**config.mk**
```make
export PLATFORM = sky130hd
export DESIGN_NAME = regfile_dump_flat
export DESIGN_NICKNAME = d
export VERILOG_FILES = /design/src/rtl/regfile_dump_if.sv /design/src/rtl/regfile_dump.sv /design/src/flat_wrapper.sv
export SDC_FILE = /design/constraint.sdc
export NUM_CORES = 1
export LEC_CHECK = 0
export CAP_MARGIN = 30
export CORE_MARGIN = 4
export CORE_UTILIZATION = 25
export DETAILED_ROUTE_END_ITERATION = 8
export HOLD_SLACK_MARGIN = 0.03
export PLACE_DENSITY = 0.52
export SYNTH_ARGS = -nofsm -noshare
export SYNTH_HDL_FRONTEND = slang
export SYNTH_SLANG_ARGS = --single-unit
export TNS_END_PERCENT = 100
```
**constraint.sdc**
```tcl
create_clock -name clk -period 1.5 [get_ports clk]
set_input_delay 0.225 -clock clk [delete_from_list [all_inputs] [get_ports clk]]
set_output_delay 0.225 -clock clk [all_outputs]
set_load 0.02 [all_outputs]
```
**src/rtl/regfile_dump_if.sv**
```systemverilog
`default_nettype none
// ============================================================================
// Module   : regfile_dump_if
// Purpose  : Bus bundle between the register-file dump engine, the register
//            file read port and the word consumer.
// Revision : 1.0 - initial release
// ============================================================================
interface regfile_dump_if #(
    parameter int WIDTH = 16,
    parameter int SEL_W = 3
);
    logic             start;
    logic [SEL_W-1:0] rf_sel;
    logic [WIDTH-1:0] rf_data;
    logic [WIDTH-1:0] out_data;
    logic [SEL_W-1:0] out_idx;
    logic             out_last;
    logic             out_valid;
    logic             out_ready;
    logic             busy;
    logic             done;

    // Seen from the dump engine.
    modport slave (
        input  start, rf_data, out_ready,
        output rf_sel, out_data, out_idx, out_last, out_valid, busy, done
    );

    // Seen from the surrounding datapath / consumer.
    modport master (
        output start, rf_data, out_ready,
        input  rf_sel, out_data, out_idx, out_last, out_valid, busy, done
    );
endinterface
`default_nettype wire

```
**src/rtl/regfile_dump.sv**
```systemverilog
`default_nettype none
// ============================================================================
// Module   : regfile_dump
// Purpose  : Walks the register-file read select from R0 up and streams each
//            register value out over valid/ready. Optional trailing checksum
//            word is enabled by defining REGFILE_DUMP_CHECKSUM_EN.
// Revision : 1.0 - initial release
// ============================================================================
module regfile_dump #(
    parameter int NUM_REGS = 8,
    parameter int WIDTH    = 16,
    parameter int SEL_W    = 3
) (
    input  wire logic      clk,
    input  wire logic      reset,
    regfile_dump_if.slave  bus
);

    localparam logic [SEL_W-1:0] LAST_IDX = SEL_W'(NUM_REGS - 1);

`ifdef REGFILE_DUMP_CHECKSUM_EN
    typedef enum logic [1:0] {
        IDLE    = 2'd0,
        FETCH   = 2'd1,
        PRESENT = 2'd2,
        SUM     = 2'd3
    } state_t;
`else
    typedef enum logic [1:0] {
        IDLE    = 2'd0,
        FETCH   = 2'd1,
        PRESENT = 2'd2
    } state_t;
`endif

    state_t           state_q,    state_d;
    logic [SEL_W-1:0] cnt_q,      cnt_d;
    logic [WIDTH-1:0] out_data_q, out_data_d;
    logic [SEL_W-1:0] out_idx_q,  out_idx_d;
    logic             out_last_q, out_last_d;
    logic             done_q,     done_d;
`ifdef REGFILE_DUMP_CHECKSUM_EN
    logic [WIDTH-1:0] sum_q,      sum_d;
`endif

    always_ff @(posedge clk) begin
        if (!reset) begin
            state_q    <= IDLE;
            cnt_q      <= '0;
            out_data_q <= '0;
            out_idx_q  <= '0;
            out_last_q <= 1'b0;
            done_q     <= 1'b0;
`ifdef REGFILE_DUMP_CHECKSUM_EN
            sum_q      <= '0;
`endif
        end else begin
            state_q    <= state_d;
            cnt_q      <= cnt_d;
            out_data_q <= out_data_d;
            out_idx_q  <= out_idx_d;
            out_last_q <= out_last_d;
            done_q     <= done_d;
`ifdef REGFILE_DUMP_CHECKSUM_EN
            sum_q      <= sum_d;
`endif
        end
    end

    always_comb begin
        state_d    = state_q;
        cnt_d      = cnt_q;
        out_data_d = out_data_q;
        out_idx_d  = out_idx_q;
        out_last_d = out_last_q;
        done_d     = 1'b0;
`ifdef REGFILE_DUMP_CHECKSUM_EN
        sum_d      = sum_q;
`endif
        case (state_q)
            IDLE: begin
                if (bus.start) begin
                    state_d = FETCH;
                    cnt_d   = '0;
`ifdef REGFILE_DUMP_CHECKSUM_EN
                    sum_d   = '0;
`endif
                end
            end
            FETCH: begin
                // Capture here so later register writes cannot disturb the presented word.
                out_data_d = bus.rf_data;
                out_idx_d  = cnt_q;
`ifdef REGFILE_DUMP_CHECKSUM_EN
                out_last_d = 1'b0;
                sum_d      = sum_q + bus.rf_data;
`else
                out_last_d = (cnt_q == LAST_IDX);
`endif
                state_d    = PRESENT;
            end
            PRESENT: begin
                if (bus.out_ready) begin
                    if (cnt_q != LAST_IDX) begin
                        cnt_d   = cnt_q + 1'b1;
                        state_d = FETCH;
                    end else begin
`ifdef REGFILE_DUMP_CHECKSUM_EN
                        out_data_d = sum_q;
                        out_idx_d  = '0;
                        out_last_d = 1'b1;
                        state_d    = SUM;
`else
                        state_d    = IDLE;
                        done_d     = 1'b1;
`endif
                    end
                end
            end
`ifdef REGFILE_DUMP_CHECKSUM_EN
            SUM: begin
                if (bus.out_ready) begin
                    state_d = IDLE;
                    done_d  = 1'b1;
                end
            end
`endif
            default: begin
                state_d = IDLE;
            end
        endcase
    end

    assign bus.rf_sel    = (state_q == FETCH || state_q == PRESENT) ? cnt_q : '0;
    assign bus.out_data  = out_data_q;
    assign bus.out_idx   = out_idx_q;
    assign bus.out_last  = out_last_q;
`ifdef REGFILE_DUMP_CHECKSUM_EN
    assign bus.out_valid = (state_q == PRESENT) || (state_q == SUM);
`else
    assign bus.out_valid = (state_q == PRESENT);
`endif
    assign bus.busy      = (state_q != IDLE);
    assign bus.done      = done_q;

endmodule
`default_nettype wire

```
**src/flat_wrapper.sv**
```systemverilog
// flat-port wrapper written by rule: the top's interface ports become plain ports
module regfile_dump_flat 
#(
    parameter int NUM_REGS = 8,
    parameter int WIDTH    = 16,
    parameter int SEL_W    = 3
)
  (clk, reset, bus_start, bus_rf_data, bus_out_ready, bus_rf_sel, bus_out_data, bus_out_idx, bus_out_last, bus_out_valid, bus_busy, bus_done);
  regfile_dump_if #(.WIDTH(WIDTH), .SEL_W(SEL_W)) bus_i ();
  input  wire logic clk;
  input  wire logic reset;
  input wire logic [$bits(bus_i.start)-1:0] bus_start;
  input wire logic [$bits(bus_i.rf_data)-1:0] bus_rf_data;
  input wire logic [$bits(bus_i.out_ready)-1:0] bus_out_ready;
  output wire logic [$bits(bus_i.rf_sel)-1:0] bus_rf_sel;
  output wire logic [$bits(bus_i.out_data)-1:0] bus_out_data;
  output wire logic [$bits(bus_i.out_idx)-1:0] bus_out_idx;
  output wire logic [$bits(bus_i.out_last)-1:0] bus_out_last;
  output wire logic [$bits(bus_i.out_valid)-1:0] bus_out_valid;
  output wire logic [$bits(bus_i.busy)-1:0] bus_busy;
  output wire logic [$bits(bus_i.done)-1:0] bus_done;
  assign bus_i.start = bus_start;
  assign bus_i.rf_data = bus_rf_data;
  assign bus_i.out_ready = bus_out_ready;
  assign bus_rf_sel = bus_i.rf_sel;
  assign bus_out_data = bus_i.out_data;
  assign bus_out_idx = bus_i.out_idx;
  assign bus_out_last = bus_i.out_last;
  assign bus_out_valid = bus_i.out_valid;
  assign bus_busy = bus_i.busy;
  assign bus_done = bus_i.done;
  regfile_dump #(.NUM_REGS(NUM_REGS), .WIDTH(WIDTH), .SEL_W(SEL_W)) u_core (.clk(clk), .reset(reset), .bus(bus_i));
endmodule
```
==> results of run 1 <==
-- layer usage --
metal | vias to the layer above | share of wire
li1 | 475 | -
met1 | 427 | 0.42
met2 | 24 | 0.51
met3 | 4 | 0.055
met4 | 0 | 0.014
met5 | - | 0
-- power breakdown --
part,leakage (nW),switching (W),internal [W]
clock,0.0357,0.000232,0.000357
sequential,0.212,0.0000613,0.000816
combinational,0.711,0.000642,0.000717
total,0.960,0.000936,0.00189
-- registers in the layout, indices dropped and copies added, names as in the netlist --
signal and cells:
u_core.state_q 2, u_core.bus.done 1, u_core.bus.out_idx 3, u_core.bus.out_last 1, u_core.bus.out_data 16, u_core.cnt_q 3
-- cells by family after synthesis --
| kind of cell | count (synthesis) |
|---|---|
| multiplexers | 24 |
| flip-flops | 26 |
| AO/OA/AOI/OAI | 6 |
| adder cells (fa/ha/maj) | 8 |
| AND/OR/NAND/NOR | 34 |
| buffers and inverters | 10 |
-- final cells by class --
class | count | area share
Multi-Input combinational cell | 72 | 0.320
Timing Repair Buffer | 57 | 0.315
Sequential cell | 26 | 0.283
Tap cell | 50 | 0.0338
Clock buffer | 3 | 0.0223
Clock inverter | 1 | 0.0162
Inverter | 5 | 0.0101
-- placed cells by master, fill, tap and decap left out, types with 4 or more instances in the layout --
master           Yosys  final
buf_4                0     10
clkdlybuf4s50_1      0     27
dfxtp_1             26     24
dlymetal6s2s_1       0     13
ha_1                 8      4
inv_1                5      4
mux2i_1             24     24
nor2_1              20     20
-- cell usage after synthesis (all sizes together) --
master / instances
nor2b: 2
ha: 8
a211oi: 1
inv: 5
and2: 3
o21ai: 1
mux2i: 24
nor2: 20
a21oi: 2
o211ai: 1
nand2: 3
dfxtp: 26
nand2b: 1
or3b: 1
nand3b: 1
clkbuf: 2
buf: 3
o41ai: 1
nand3: 2
and4: 1
-- per-stage QoR --
step	TNS (ns)	power (W)
2_1_floorplan	0	0.00161
3_3_place_gp	-0.301	0.00216
3_5_place_dp	-0.413	0.00217
4_1_cts	-0.00769	0.00276
5_1_grt	-0.00420	0.00301
6_report	0	0.00283
-- worst paths after layout --
check / to / depth (start not counted) / startpoint / slack [ns]
setup reg to reg: u_core.state_q[1]$_SDFFE_PN0P_ / 6 / u_core.state_q[0]$_SDFFE_PN0P_ / 0.05
hold reg to reg: u_core.bus.out_data[11]$_SDFFE_PN0N_ / 2 / u_core.bus.out_data[11]$_SDFFE_PN0N_ / 0.50
hold / removal: u_core.bus.out_data[11]$_SDFFE_PN0N_ / 2 / u_core.bus.out_data[11]$_SDFFE_PN0N_ / 0.50
setup / recovery: bus_out_data[4] / 1 / u_core.bus.out_data[4]$_SDFFE_PN0N_ / 0.05
-- timing repair --
| item | 4_1_cts | 5_1_grt |
|---|---|---|
| pin swaps | 1 | 2 |
| cloned | 0 | 0 |
| setup buffers | 0 | 1 |
| gates resized for setup | 24 | 23 |
| endpoints found under the setup margin | 5 | 22 |
| endpoints found under the hold margin | 0 | 0 |
==> summary.md, run 1 <==
| Metric | Value |
|---|---|
| Slew @ Worst Pin | `0.257 ns` |
| # hold bufs at CTS | `0` |
| Syn avg cell area | `10.3 um^2` |
| Drt pass-1 iters | `4` |
| Met2 Usage GRT | `0.177` |
| Starting density of the core | `0.268` |
| Max FO, Critical Path | `2` |
| Die extent in y | `74.6 um` |
| Critical path's slowest cell | `clkdlybuf4s50_1` |
| Core area | `4140 um^2` |
| Crit path cell chain | `clkdlybuf4s50_1` |
| Drt total wl | `2800 um` |
| Rows | `23` |
| Number of buffers created by CTS | `3` |
| Final Util | `0.446` |
| Pre-CTS setup slack | `-0.121 ns` |
| Global route hottest layer | `met2` |
| Placed cells | `209` |
| Synth Area in Simple Gates | `0.147` |
| Fin Hold WS | `0.501 ns` |
| Clk slew on worst S/H paths | `0.10 ns` |
| Die W | `74.6 um` |
| Area Overhead vs Synth | `66.8%` |
| Outcome | `finished clean` |
| Aggregate global routing overflow | `0` |
| Detailed placement HPWL | `2100 um` |
| I/O Pins | `46` |
| Crit start category | `register` |
| CP Capture Type | `primary output` |
| Slew headroom | `0.827` |
| Post-DR vias/cell | `4.35` |
| XOR/XNOR Fraction of Synth Area | `0` |
| Compound-Gate Fraction of Synth Area | `0.0395` |
| Largest family of logic cells by synthesized area | `multiplexers` |
| N_diodes | `0` |
| Path type of the worst setup path | `register to primary output` |
| Maxcap violations | `0` |
| Fillers | `416` |
| Multi-input logic area | `592 um^2` |
| Clk sinks | `26` |
| Crit path time final | `1.45 ns` |
| Final Hold Viols | `0` |
| Root Driver | `clkbuf_8` |
| Max frequency | `0.689 GHz` |
| ANT nets after route | `0` |
| Grt met1 use | `0.126` |
| WP data arrival | `1.23 ns` |
| Area leader, netlist | `dfxtp_1` |
| Pleak | `0.960 nW` |
| CP peak stage delay | `0.61 ns` |
| CTS Buffer Depth | `2` |
| Wire per inst | `13.1 um` |
| Pin count of the biggest net entering global routing | `21` |
| CTS tree | `done` |
| Met3 Usage GRT | `0.0257` |
| Cell variety after synth | `21` |
| Fin. max-slew vios | `0` |
| Worst skew pair latency | `0.28 ns` |
| Tot GR Track Use | `0.104` |
| Final setup vio count | `0` |
| Via count | `930` |
| IO Port Bufs | `45` |
| Gpl congestion | `0.718` |
| Initial antenna violation count | `0` |
| P per Cell Area | `1530 nW/um^2` |
| CP required | `1.27 ns` |
| Mux share of post-synthesis cell area | `0.217` |
| Yosys top cell area share | `0.470` |
| Synthesized area | `1110 um^2` |
| CP Buf/Inv Count | `1` |
| Post-synthesis adder-cell area fraction | `0.0903` |
| Die area | `5560 um^2` |
| Crit path max-delay family | `buffers and inverters` |
| Hold WC Path Type | `register to register` |
| DRT iter0 DRCs | `44` |
| Placed cell areas | `1690 um^2` |
| Syn Nets | `136` |
| Yosys warnings | `0` |
| Synth area leaders | `dfxtp_1 47%, mux2i_1 22%, ha_1 9.0%` |
| Final cell count without fillers | `214` |
| Vias in the first global route | `992` |
| First-pass GRT wire length | `4460 um` |
| Yosys reg bits | `26` |
| Clock skew | `0.00716 ns` |
| Sequential share of the synthesized area | `0.470` |
| Storage cell area | `523 um^2` |
| Fin crit share | `0.968` |
| H-tree depth | `1` |
| IR drop worst, VDD | `0.551 mV` |
| Layout cell share with drive strength beyond 1 | `0.195` |
| Final worst setup slack | `0.0479 ns` |
| Nets | `193` |
| DRC viols | `0` |
| Post-synthesis cell count | `108` |
| Design Area, Final | `1850 um^2` |
(Power assumes the default switching activity.)
==> run 2, diff against run 1 <==
--- a/config.mk
+++ b/config.mk
@@ -8,6 +8,7 @@
 export CAP_MARGIN = 30
 export CORE_MARGIN = 4
 export CORE_UTILIZATION = 25
+export CTS_CLUSTER_SIZE = 8
 export DETAILED_ROUTE_END_ITERATION = 8
 export HOLD_SLACK_MARGIN = 0.03
 export PLACE_DENSITY = 0.52
==> results of run 2 <==
No change in the layout: final DEF, timing and power equal those of run 1.
==> run 3, diff against run 2 <==
--- a/config.mk
+++ b/config.mk
@@ -6,7 +6,7 @@
 export NUM_CORES = 1
 export LEC_CHECK = 0
 export CAP_MARGIN = 30
-export CORE_MARGIN = 4
+export CORE_MARGIN = 3
 export CORE_UTILIZATION = 25
 export CTS_CLUSTER_SIZE = 8
 export DETAILED_ROUTE_END_ITERATION = 8
==> run 3 against run 2 <==
Sequential power about the same. Sequential share of layout area increased by 1.4 points. Register-to-register slack got worse by 0.04 ns. Via count decreased by 0.11%. Fmax decreased by 2.7%. Clock-buffer cell count unchanged. Clock skew decreased by 0.0029 ns. Flip-flop and latch count unchanged. Combinational power decreased by 4%. Core utilization decreased by 2.1 points. Global-route usage increased by 0.65 points. Final cell count decreased by 0.93%. Critical path type is now register to register. Largest cell class unchanged. Largest power group unchanged.
==> summary.md, run 3 (synthesized netlist as in run 1, its figures left out) <==
| Metric | Value |
|---|---|
| Outcome | `finished clean` |
| Core area | `4140 um^2` |
| Clk slew on worst S/H paths | `0.09 ns` |
| Die area | `5270 um^2` |
| Pleak | `0.741 nW` |
| Hold WC Path Type | `register to register` |
| CTS tree | `done` |
| Fin. max-slew vios | `0` |
| Nets | `192` |
| Placed cell areas | `1690 um^2` |
| Root Driver | `clkbuf_8` |
| Rows | `23` |
| Critical path endpoint | `u_core.state_q[1]$_SDFFE_PN0P_` |
| R2r startpoint | `u_core.state_q[0]$_SDFFE_PN0P_` |
| Setup TNS | `0 ns` |
| CP Capture Type | `register` |
| Maxcap violations | `0` |
| Worst reg2reg setup slack | `0.007 ns` |
| CTS Buffer Depth | `2` |
| Max reg flops | `16` |
| Worst skew pair latency | `0.26 ns` |
| WP data arrival | `1.69 ns` |
| Placed cells | `208` |
| ANT nets after route | `0` |
| Wire per inst | `12.6 um` |
| Slew @ Worst Pin | `0.258 ns` |
| CP required | `1.69 ns` |
| Path type of the worst setup path | `register to register` |
| Final setup vio count | `0` |
| H-tree depth | `1` |
| Aggregate global routing overflow | `0` |
| Number of buffers created by CTS | `3` |
| Area Overhead vs Synth | `58.8%` |
| Vias in the first global route | `983` |
| Max frequency | `0.670 GHz` |
| Die extent in y | `72.6 um` |
| Tot GR Track Use | `0.111` |
| IR drop worst, VDD | `0.593 mV` |
| Gpl congestion | `0.790` |
| Crit path time final | `1.49 ns` |
| IO Port Bufs | `45` |
| # hold bufs at CTS | `0` |
| Final Hold Viols | `0` |
| N_diodes | `0` |
| Max FO, Critical Path | `4` |
| Drt total wl | `2670 um` |
| P per Cell Area | `1460 nW/um^2` |
| Post-DR vias/cell | `4.38` |
| Final cell count without fillers | `212` |
| Crit start category | `register` |
| Layout cell share with drive strength beyond 1 | `0.167` |
| DRT iter0 DRCs | `18` |
| Design Area, Final | `1760 um^2` |
| Pin count of the biggest net entering global routing | `21` |
| Slew headroom | `0.826` |
| Detailed placement HPWL | `2000 um` |
| Die W | `72.6 um` |
| Most common cell after layout, fill and taps aside | `clkdlybuf4s50_1` |
| DRC viols | `0` |
| I/O Pins | `46` |
| Fillers | `407` |
| Critical path launch point | `u_core.state_q[0]$_SDFFE_PN0P_` |
| Clk sinks | `26` |
| Worst Reg-to-Reg Cells | `6` |
| RSZ-0062 raised after global routing | `true` |
| First-pass GRT wire length | `4650 um` |
| Reg2reg end | `u_core.state_q[1]$_SDFFE_PN0P_` |
| Fin crit share | `0.995` |
| Via count | `929` |
| Starting density of the core | `0.268` |
| Commonest cells after routing, fill and taps aside | `38 x clkdlybuf4s50_1, 24 x mux2i_1, 24 x dfxtp_1` |
| Clock skew | `0.00424 ns` |
| Fin Hold WS | `0.497 ns` |
| Drt pass-1 iters | `4` |
| Total power | `0.00258 W` |
| Initial antenna violation count | `0` |
[run 3: cell types whose count changed in the layout (fill, tap and decap cells not counted), sizes merged]
cell / change
buf: -1
bufinv: -1
clkdlybuf4s50: +11
dlymetal6s2s: -11
[run 3: worst min-delay path by stage]
stage,startpoint,endpoint,slack (ns),cells past startpoint
3_5_place_dp,u_core.bus.out_data[0]$_SDFFE_PN0N_,u_core.bus.out_data[0]$_SDFFE_PN0N_,0.48,2
3_3_place_gp,u_core.bus.out_idx[2]$_SDFFE_PN0N_,u_core.bus.out_idx[2]$_SDFFE_PN0N_,0.48,2
6_report,u_core.bus.out_idx[1]$_SDFFE_PN0N_,u_core.bus.out_idx[1]$_SDFFE_PN0N_,0.50,2
4_1_cts,u_core.bus.out_idx[1]$_SDFFE_PN0N_,u_core.bus.out_idx[1]$_SDFFE_PN0N_,0.51,2
5_1_grt,u_core.bus.out_data[14]$_SDFFE_PN0N_,u_core.bus.out_data[14]$_SDFFE_PN0N_,0.53,2
2_1_floorplan,bus_rf_data[0],u_core.bus.out_data[0]$_SDFFE_PN0N_,0.37,2
[run 3: stage by stage]
stage	setup slack, ns	util
2_1_floorplan	0.00643	-
3_3_place_gp	-0.0879	0.407
3_5_place_dp	-0.106	0.407
4_1_cts	0.000378	0.412
5_1_grt	-0.0208	0.425
6_report	0.00745	0.425
[run 3: repair_timing]
item / CTS / global route
endpoints found under the setup margin: 5 / 11
setup buffers: 0 / 1
resized for setup: 19 / 10
pin swaps: 0 / 1
endpoints found under the hold margin: 0 / 0
[run 3: cell type report]
| class | instances | area [um^2] | area share |
|---|---|---|---|
| multi-input cells | 72 | 582 | 0.330 |
| repair buffers | 56 | 533 | 0.303 |
| flip-flops and latches | 26 | 523 | 0.297 |
| well taps | 50 | 62.6 | 0.0355 |
| clock buffers | 3 | 41.3 | 0.0235 |
| inverters | 5 | 18.8 | 0.0107 |
[run 3: power breakdown]
part | internal (W) | switching [W]
clock network | 0.000180 | 0.000208
registers | 0.000816 | 0.0000638
logic | 0.000689 | 0.000619
total | 0.00168 | 0.000891
[run 3: layer usage]
metal  vias to the layer above  global-route usage  wire length, um
met2                        27               0.173             1300
li1                        466                   -                -
met3                         5              0.0275              124
met4                         0              0.0369               35
met1                       431               0.149             1220
met5                         -                   0                0
[run 3: critical path: stages, from the launching register on]
cell and delay (ns):
dfxtp_2 0.34, inv_1 0.07, buf_4 0.15, ha_2 0.21, nor2b_4 0.14, or3b_1 0.35
a21oi_1 0.16
